$ cat config.mk
export PLATFORM = sky130hd
export DESIGN_NAME = control_sequencer
export DESIGN_NICKNAME = d
export VERILOG_FILES = /design/src/rtl/control_sequencer.sv
export SDC_FILE = /design/constraint.sdc
export NUM_CORES = 1
export LEC_CHECK = 0
export BUFFER_PORTS_ARGS = -buffer_cell sky130_fd_sc_hd__buf_2
export CAP_MARGIN = 10
export CORE_UTILIZATION = 50
export DETAILED_ROUTE_END_ITERATION = 6
export GPL_TIMING_DRIVEN = 1
export PLACE_DENSITY = 0.8
export SYNTH_ARGS = -nofsm -noshare
export SYNTH_HDL_FRONTEND = slang
export SYNTH_SLANG_ARGS = --single-unit
$ cat constraint.sdc
create_clock -name CLK -period 3.1 [get_ports CLK]
set_input_delay 0.62 -clock CLK [delete_from_list [all_inputs] [get_ports CLK]]
set_output_delay 0.62 -clock CLK [all_outputs]
set_load 0.005 [all_outputs]
$ cat src/rtl/control_sequencer.sv
// control_sequencer: multi-cycle fetch/decode/execute sequencer for the 16-bit datapath.
// Drives the datapath control word, the data-memory handshake and flag-based branch resolution.
module control_sequencer #(
    parameter int PC_W        = 8,
    parameter int EXEC_CYCLES = 2,
    parameter int RESET_PC    = 0
) (
    input  logic            CLK,
    input  logic            RESET,
    output logic [PC_W-1:0] inst_addr,
    output logic            inst_req,
    input  logic            inst_ack,
    input  logic [15:0]     inst_data,
    output logic [15:0]     CTRWRD,
    output logic [15:0]     Cin,
    input  logic            V,
    input  logic            C,
    input  logic            N,
    input  logic            Z,
    output logic            dmem_rd,
    output logic            dmem_wr,
    input  logic            dmem_ack,
    output logic            halted
);
    localparam int CNT_W = (EXEC_CYCLES > 1) ? $clog2(EXEC_CYCLES) : 1;
    localparam logic [CNT_W-1:0] CNT_LAST = CNT_W'(EXEC_CYCLES - 1);

    typedef enum logic [2:0] {
        S_FETCH,
        S_DECODE,
        S_EXEC,
        S_MEM,
        S_HALT
    } state_t;

    state_t           state_q, state_d;
    logic [PC_W-1:0]  pc_q, pc_d;
    logic [15:0]      ir_q, ir_d;
    logic [3:0]       flags_q, flags_d;   // {V,C,N,Z} of the last completed ALU/ADI op
    logic [CNT_W-1:0] cnt_q, cnt_d;

    logic [3:0]        op;
    logic [2:0]        dr, sa, sb, imm;
    logic signed [5:0] offset;
    logic [15:0]       word;
    logic              is_alu;
    logic              drive_word;

    assign op     = ir_q[15:12];
    assign dr     = ir_q[11:9];
    assign sa     = ir_q[8:6];
    assign sb     = ir_q[5:3];
    assign imm    = ir_q[2:0];
    assign offset = {dr, imm};
    assign is_alu = (op <= 4'h8);

    // Control word layout: {DA,AA,BA,MB,FS,MD,RW}
    always_comb begin
        word = '0;
        if (!op[3]) begin
            word = {dr, sa, sb, 1'b0, 1'b0, op[2:0], 1'b0, 1'b1};
        end else begin
            case (op)
                4'h8:    word = {dr, sa, 3'b000, 1'b1, 4'b0010, 1'b0, 1'b1};
                4'h9:    word = {dr, sa, 3'b000, 1'b0, 4'b0000, 1'b1, 1'b1};
                4'hA:    word = {3'b000, sa, sb, 1'b0, 4'b0000, 1'b0, 1'b0};
                default: word = '0;
            endcase
        end
    end

    always_ff @(posedge CLK or negedge RESET) begin
        if (!RESET) begin
            state_q <= S_FETCH;
            pc_q    <= PC_W'(RESET_PC);
            ir_q    <= '0;
            flags_q <= '0;
            cnt_q   <= '0;
        end else begin
            state_q <= state_d;
            pc_q    <= pc_d;
            ir_q    <= ir_d;
            flags_q <= flags_d;
            cnt_q   <= cnt_d;
        end
    end

    always_comb begin
        state_d = state_q;
        pc_d    = pc_q;
        ir_d    = ir_q;
        flags_d = flags_q;
        cnt_d   = cnt_q;
        case (state_q)
            S_FETCH: begin
                if (inst_ack) begin
                    ir_d    = inst_data;
                    pc_d    = pc_q + PC_W'(1);
                    state_d = S_DECODE;
                end
            end
            S_DECODE: begin
                cnt_d   = '0;
                state_d = S_FETCH;
                // pc_q already points past the branch, so offsets are relative to the next instruction
                case (op)
                    4'h9, 4'hA: state_d = S_MEM;
                    4'hB:       if (flags_q[0]) pc_d = pc_q + PC_W'(offset);
                    4'hC:       if (flags_q[1]) pc_d = pc_q + PC_W'(offset);
                    4'hD:       pc_d = pc_q + PC_W'(offset);
                    4'hE:       state_d = S_FETCH;
                    4'hF:       state_d = S_HALT;
                    default:    state_d = S_EXEC;
                endcase
            end
            S_EXEC: begin
                if (cnt_q == CNT_LAST) begin
                    if (is_alu) flags_d = {V, C, N, Z};
                    state_d = S_FETCH;
                end else begin
                    cnt_d = cnt_q + CNT_W'(1);
                end
            end
            S_MEM: begin
                if (dmem_ack) state_d = (op == 4'h9) ? S_EXEC : S_FETCH;
            end
            S_HALT:  state_d = S_HALT;
            default: state_d = S_FETCH;
        endcase
    end

    // RESET gates inst_req so no fetch is requested while reset is held
    assign drive_word = (state_q == S_EXEC) || (state_q == S_MEM);
    assign inst_addr  = pc_q;
    assign inst_req   = RESET && (state_q == S_FETCH);
    assign CTRWRD     = drive_word ? word : 16'h0000;
    assign Cin        = (drive_word && op == 4'h8) ? {13'b0, imm} : 16'h0000;
    assign dmem_rd    = (state_q == S_MEM) && (op == 4'h9);
    assign dmem_wr    = (state_q == S_MEM) && (op == 4'hA);
    assign halted     = (state_q == S_HALT);

endmodule

==> results of run 1 <==
## layer usage
metal,part of all wire,vias up,GRT usage
li1,-,723,-
met1,0.45,703,0.255
met2,0.48,50,0.307
met3,0.059,6,0.0536
met4,0.017,0,0.0667
met5,0,-,0
## layout by cell type, fill, tap and decap left out, types with 3 or more instances in the layout
cell / count
nor3b_1: 3
nor2_1: 16
o21a_1: 3
xor2_1: 5
a21oi_1: 5
nand2_1: 8
nand3_1: 3
ha_1: 5
buf_4: 3
and2_1: 18
nor3_1: 6
clkbuf_8: 5
conb_1: 14
o21ai_0: 9
buf_2: 51
nand2b_1: 4
mux2_2: 17
dfrtp_1: 30
## logic make-up (layout without fill, tap and decap cells)
kind of cell,after synthesis,count (layout),synth area share
adders and majority gates,6,6,0.0428
xor gates and xnor gates,7,7,0.0357
DFF,30,30,0.389
muxes,21,21,0.125
and+or+nand+nor,68,68,0.205
AOI/OAI and AO/OA,30,30,0.107
other,1,14,0.00194
buffers and inverters,26,63,0.0934
## cells in the mapped netlist, types with 2 or more instances
master and n:
nand2_1 8, a21o_1 2, nor2_1 16, mux2_4 2, o21ai_0 9, mux2i_1 2
dfrtp_1 30, buf_6 2, and2_1 18, clkbuf_1 2, nand3_1 3, ha_1 5
mux2_2 17, o21a_1 3, nand2b_1 4, buf_4 17, inv_1 2, a21oi_1 5
xor2_1 5, a211oi_1 2, buf_2 3, nor3_1 6, nor3b_1 3
## sequential cells by signal, indices dropped and copies added (netlist names)
signal,cells
cnt_q,1
inst_addr,8
state_q,3
flags_q,2
ir_q,16
## per-stage QoR
stage	utilization	cell area, sq um	power [mW]	worst slack (ns)
floorplan	-	1980	1.63	0.685
global placement	0.581	2140	1.84	0.553
detailed placement	0.581	2140	1.88	0.514
CTS	0.602	2220	2.17	0.383
global route	0.602	2220	2.35	0.255
finish	0.602	2220	2.15	0.390
## worst reg2reg max path: stages, from the launching register on
cell,delay (ns)
dfrtp_1,0.52
inv_1,0.18
nor3_1,0.23
nand2b_1,0.09
ha_1,0.23
fa_1,0.44
a211oi_1,0.28
o21bai_1,0.12
mux2i_1,0.16
nor2_1,0.06
xor2_1,0.16
## how the worst max path moves through the flow
stage                    to  slack, ns
2_1_floorplan  inst_addr[6]       0.69
3_3_place_gp   inst_addr[6]       0.55
3_5_place_dp   inst_addr[6]       0.51
4_1_cts             dmem_wr       0.38
5_1_grt             dmem_wr       0.26
6_report            dmem_wr       0.39
## power by group through the flow
stage | Sequential [mW] | Clock, mW | Combinational [mW]
2_1_floorplan | 0.700 | 0 | 0.926
3_3_place_gp | 0.814 | 0 | 1.02
3_5_place_dp | 0.822 | 0 | 1.05
4_1_cts | 0.816 | 0.294 | 1.06
5_1_grt | 0.856 | 0.317 | 1.18
6_report | 0.815 | 0.287 | 1.05
## area by class of cell
class,instances,area share
Clock buffer,7,0.0344
Inverter,2,0.00338
Multi-Input combinational cell,146,0.472
Sequential cell,30,0.338
Tap cell,48,0.0271
Timing Repair Buffer,54,0.125
==> results by group, run 1 <==
Worst setup path
  • Number of cells on the critical path: 5
  • Worst path max stage delay: 0.58 ns
  • Critical Setup Path Class: reg2out
  • Ordered list of cells on the worst path: nand2b_1, or3_1, or2_1, nor3b_2, buf_2
  • Slowest stage cell, crit path: dfrtp_1
  • Critical R2R Launch: state_q[0]
  • Worst Path Buf+Inv: 1
  • Arrival time at the worst endpoint: 2.09 ns
  • Crit path launch: state_q[1]
  • Critical Path End Type: primary output
  • Worst Reg2Reg Path Length in Cells: 10
  • Cell family with the largest share of critical-path delay: simple AND/OR/NAND/NOR gates
  • Peak fanout along the critical path: 12
  • Reg2reg setup slack: 0.50 ns
  • Sort of element at the start of the critical path: flop
  • End of the worst register-to-register path: inst_addr[6]
  • Worst path required time: 2.48 ns

Global routing
  • Global-route usage over all layers: 0.194
  • Antenna violations before repair: 0
  • Number of global-route vias before repair: 1328
  • Pin count of the biggest net entering global routing: 31
  • Total global routing overflow: 0
  • Global-route wire length before repair: 6140 um

Pwr
  • Comb pwr share: 0.488
  • Pwr Density: 969 nW/um^2
  • Design internal power: 1.30 mW
  • Clock network fraction of total power: 0.133
  • Switching share of total power: 0.393
  • Total net switching power: between 0.8 and 0.9 mW
  • Sequential share of power: 0.379
  • Max IR drop VDD: 0.522 mV
  • P_leak: 1.09 nW

Yosys
  • Mean area per synthesized cell: 10.2 sq um
  • Share of flip-flops with an asynchronous set or reset after synthesis: 1.00
  • Count of distinct cell types in the synthesized netlist: 46
  • EDFF count, synth: 0
  • Biggest area contributors in the synthesized netlist: dfrtp_1 39%, mux2_2 9.9%, buf_4 6.6%
  • Cell count after synthesis: 189
  • Flip-flop cell with the highest count after synthesis: dfrtp_1
  • Synth Cell Area: 1930 sq um
  • Yosys synthesis warning count: 0
  • Library cell occupying the most area in the post-synthesis netlist: dfrtp_1
  • Yosys reg bits: 30
  • Sequential area share after synthesis: 0.389
  • Fraction of synthesized cell area taken by the top area cell type: 0.389

STA
  • Transition time at the pin with the least slew margin: 0.547 ns
  • Final count of hold timing violations: 0
  • Crit share post-route: 0.874
  • F_max: 369 MHz
  • Clock skew: ~0.0037 ns
  • Worst hold margin: 0.397 ns
  • Final setup viols: 0
  • Final Max Tran Viols: 0
  • Unrepaired setup endpoints after global routing: false
  • Final period demand of the worst path: between 2 and 3 ns
  • Relative slew margins: 0.635
  • Final TNS setup: 0 ns

Final layout
  • Sequential cell area: 751 sq um
  • Number of nets at the end of the flow: between 200 and 300
  • Layout-stage area growth over the synthesis result: 15.0%
  • Fraction of final layout cells with drive strength greater than 1: 0.360
  • Filler Cell Count: about 330
  • ANT cells: 0
  • Final Instance Count excl. Fillers: 287
  • Footprint of the multi-input gates: 1050 sq um

Routing
  • Detailed-route DRC error count: 0
  • First-pass iteration count of the detailed router: 4
  • Final WL: between 3000 and 4000 um
  • Number of vias per cell: 5.16
  • DRT iter0 DRCs: 28
  • Total via count after detailed routing: 1482
  • Post-detailed-route wirelength per cell: ~13 um
  • Routed Antenna Nets: 0

CTS
  • CTS resizes: 0
  • Number of buffers added for setup after CTS: 0
  • CTS H-Tree Depth: 2
  • CTS tree: yes
  • Clock Root Buffer: clkbuf_8
  • Hold Buf Count CTS: 0
  • Clock transition at the registers of the reported paths: 0.06 ns
  • Number of clock buffers inserted by TritonCTS: 5
  • CTS sink cnt: 30
  • Number of buffers on the longest clock path: 2
  • Worst-Skew Late Latency: 0.27 ns

Floorplanning
  • Starting Density: 0.523
  • Std cell rows: 22
  • Number of placed I/O pins: 68
  • CORE AREA: around 3700 sq um
  • DIE WIDTH: approximately 64 um
  • Die boundary height: 64.1 um
  • Total die area: 4110 sq um

Job
  • Max-cap violations: 0

Outcome
  • Status: finished, final reports clean

Placement
  • Number of placed instances, taps included: 280
  • DPL Wire Length: approximately 2600 um
  • Routability congestion estimate from global placement: 0.791
  • Number of input and output port buffers inserted: 51

Min path
  • Path class of the lowest-slack min-delay path: in2async
Power figures use the tool's default switching activity.
==> inputs of run 2 (changes only) <==
--- a/config.mk
+++ b/config.mk
@@ -5,12 +5,14 @@
 export SDC_FILE = /design/constraint.sdc
 export NUM_CORES = 1
 export LEC_CHECK = 0
+export ABC_AREA = 1
 export BUFFER_PORTS_ARGS = -buffer_cell sky130_fd_sc_hd__buf_2
 export CAP_MARGIN = 10
 export CORE_UTILIZATION = 50
 export DETAILED_ROUTE_END_ITERATION = 6
-export GPL_TIMING_DRIVEN = 1
+export GPL_TIMING_DRIVEN = 0
 export PLACE_DENSITY = 0.8
+export SKIP_CTS_REPAIR_TIMING = 1
 export SYNTH_ARGS = -nofsm -noshare
 export SYNTH_HDL_FRONTEND = slang
 export SYNTH_SLANG_ARGS = --single-unit
==> run 2 against run 1 <==
  * The flow now finishes with violations (DRC)
  * Clock skew grew 0.0022 ns
  * Wire length increased by 10%
  * Worst setup slack improved by 0.41 ns
  * Synthesized cell count rose by 26%
  * Flip-flop and latch count unchanged
  * Cell count up 25%
  * Fmax increased by 18%
  * Utilization is 4.6 points higher
  * Hold slack got worse by 0.035 ns
  * First-iteration DRC count grew 71%
  * Critical path depth rose by 2
  * Largest cell class unchanged
==> results by group, run 2 <==
Worst setup path
  • Critical R2R Launch: state_q[0]
  • Arrival time at the worst endpoint: between 1.5 and 2 ns
  • Critical Setup Path Class: reg2out
  • Worst path required time: 2.48 ns
  • Peak fanout along the critical path: 10
  • Worst Reg2Reg Path Length in Cells: 15
  • Crit path launch: state_q[2]
  • Reg2reg setup slack: 0.92 ns
  • Critical Path End Type: primary output
  • Sort of element at the start of the critical path: flop
  • End of the worst register-to-register path: inst_addr[6]

Routing
  • First-pass iteration count of the detailed router: 6
  • Total via count after detailed routing: 1699
  • Final WL: about 4000 um
  • Routed Antenna Nets: 0
  • Detailed-route DRC error count: 1
  • DRT iter0 DRCs: 48
  • Post-detailed-route wirelength per cell: 11.1 um
  • Number of vias per cell: 4.75

CTS
  • Number of buffers on the longest clock path: 2
  • Worst-Skew Late Latency: just under 0.3 ns
  • CTS tree: yes
  • CTS sink cnt: 30
  • CTS H-Tree Depth: 2
  • Clock transition at the registers of the reported paths: 0.07 ns
  • Number of clock buffers inserted by TritonCTS: 5
  • Clock Root Buffer: clkbuf_8

STA
  • Relative slew margins: 0.552
  • Final TNS setup: 0 ns
  • Final period demand of the worst path: 2.30 ns
  • F_max: 435 MHz
  • Final setup viols: 0
  • Clock skew: 0.00591 ns
  • Transition time at the pin with the least slew margin: 0.672 ns
  • Final Max Tran Viols: 0
  • Final count of hold timing violations: 0
  • Unrepaired setup endpoints after global routing: false
  • Crit share post-route: 0.742

Floorplanning
  • Die boundary height: 63.9 um
  • Number of placed I/O pins: 68
  • CORE AREA: around 3700 sq um
  • DIE WIDTH: 63.9 um
  • Total die area: approximately 4100 sq um
  • Starting Density: 0.523
  • Std cell rows: 22

Yosys
  • Count of distinct cell types in the synthesized netlist: 33
  • Yosys reg bits: 30
  • Share of flip-flops with an asynchronous set or reset after synthesis: 1.00
  • Most numerous cell in the Yosys netlist: nand2_1
  • Biggest area contributors in the synthesized netlist: dfrtp_1 39%, nand2_1 8.0%, nor2_1 7.6%
  • Mean area per synthesized cell: 8.05 sq um
  • Flip-flop cell with the highest count after synthesis: dfrtp_1
  • EDFF count, synth: 0
  • Synth Cell Area: around 1900 sq um
  • Sequential area share after synthesis: 0.392
  • Library cell occupying the most area in the post-synthesis netlist: dfrtp_1
  • Yosys synthesis warning count: 0
  • Top post-synthesis cells by count: 41 x nand2_1, 39 x nor2_1, 30 x dfrtp_1
  • Fraction of synthesized cell area taken by the top area cell type: 0.392
  • Cell count after synthesis: 238

Global routing
  • Total global routing overflow: 0
  • Global-route usage over all layers: 0.221
  • Pin count of the biggest net entering global routing: 32
  • Global-route wire length before repair: 6810 um
  • Number of global-route vias before repair: 1577
  • Antenna violations before repair: 0

Final layout
  • Layout-stage area growth over the synthesis result: 23.8%
  • Largest register by flop count: ir_q
  • Commonest non-fill, non-tap cells in the layout: 54 x buf_2, 41 x nand2_1, 39 x nor2_1
  • Final instance area: 2370 sq um
  • Flip-flop count of the largest register, all copies and words added: 16
  • Most frequent standard cell in the layout excluding fill and tap cells: buf_2
  • Fraction of final layout cells with drive strength greater than 1: 0.352
  • Number of nets at the end of the flow: 339
  • ANT cells: 0

Placement
  • Routability congestion estimate from global placement: between 0.8 and 0.9
  • Number of input and output port buffers inserted: 51
  • Area after detailed placement: 2280 sq um
  • DPL Wire Length: just over 3000 um

Job
  • Max-cap violations: 0

Outcome
  • Status: finished with violations
  • Failing checks: DRC

Pwr
  • Max IR drop VDD: 0.547 mV
  • P_leak: 1.36 nW
  • Pwr Density: 1060 nW/um^2

Min path
  • Path class of the lowest-slack min-delay path: in2async
==> run 2: cell count changes after synthesis, sizes merged, moves of 5 or more <==
cell / change
a21oi: +8
and2: -18
inv: +27
mux2: -13
nand2: +43
nand3: +5
nand4: +6
nor2: +24
nor3b: -5
==> run 2: logic make-up after synthesis <==
logic type	share of synthesized area
simple gates	0.256
buf+inv	0.140
compound gates	0.109
flops	0.392
fa+ha+maj	0.0431
mux	0.0353
xor+xnor	0.0229
other cells	0.00196
==> run 2: layer usage <==
| metal | global-route usage | vias to the layer above | share of wire | routed length [um] |
|---|---|---|---|---|
| li1 | - | 874 | - | - |
| met1 | 0.255 | 764 | 0.43 | 1710 |
| met2 | 0.378 | 52 | 0.49 | 1930 |
| met3 | 0.0625 | 9 | 0.062 | 246 |
| met4 | 0.0994 | 0 | 0.019 | 74 |
| met5 | 0 | - | 0 | 0 |
==> run 2: worst max path at each step <==
stage,cells after the start,end
global placement,15,inst_addr[6]
floorplan,15,inst_addr[6]
global route,7,Cin[1]
finish,7,Cin[0]
detailed placement,15,inst_addr[6]
CTS,7,Cin[0]
==> run 2: critical path: stages, from the launching register on <==
cell     delay [ns]
dfrtp_1        0.42
nor2_1         0.15
buf_2          0.23
inv_1          0.14
nor2_1         0.17
inv_1          0.08
nor2_1         0.08
buf_2          0.11
==> run 2: final cells by class <==
type                            instances  area, sq um
Fill cell                             346         1290
Timing Repair Buffer                   51          255
Clock buffer                            7         86.3
Tap cell                               48         60.1
Multi-Input combinational cell        172          946
Inverter                               30          120
Clock inverter                          1         5.00
Buffer                                 19          148
Sequential cell                        30          751
==> run 2: per-stage QoR <==
stage / utilization / hold WS [ns] / total power, mW / setup WS (ns) / std cells
final: 0.648 / 0.362 / 2.52 / 0.799 / 358
after global routing: 0.648 / 0.426 / 2.77 / 0.642 / 358
after CTS: 0.648 / 0.398 / 2.53 / 0.779 / 358
after detailed placement: 0.623 / 0.475 / 2.20 / 0.933 / 350
after global placement: 0.623 / 0.476 / 2.15 / 0.962 / 350
after floorplan: - / 0.324 / 1.86 / 1.12 / 251
==> run 2: report_power, final <==
part / switching [mW] / total [mW] / internal (mW)
sequential: 0.141 / 0.731 / 0.590
combinational: 0.857 / 1.46 / 0.606
clock: 0.150 / 0.329 / 0.179
total: 1.15 / 2.52 / 1.38
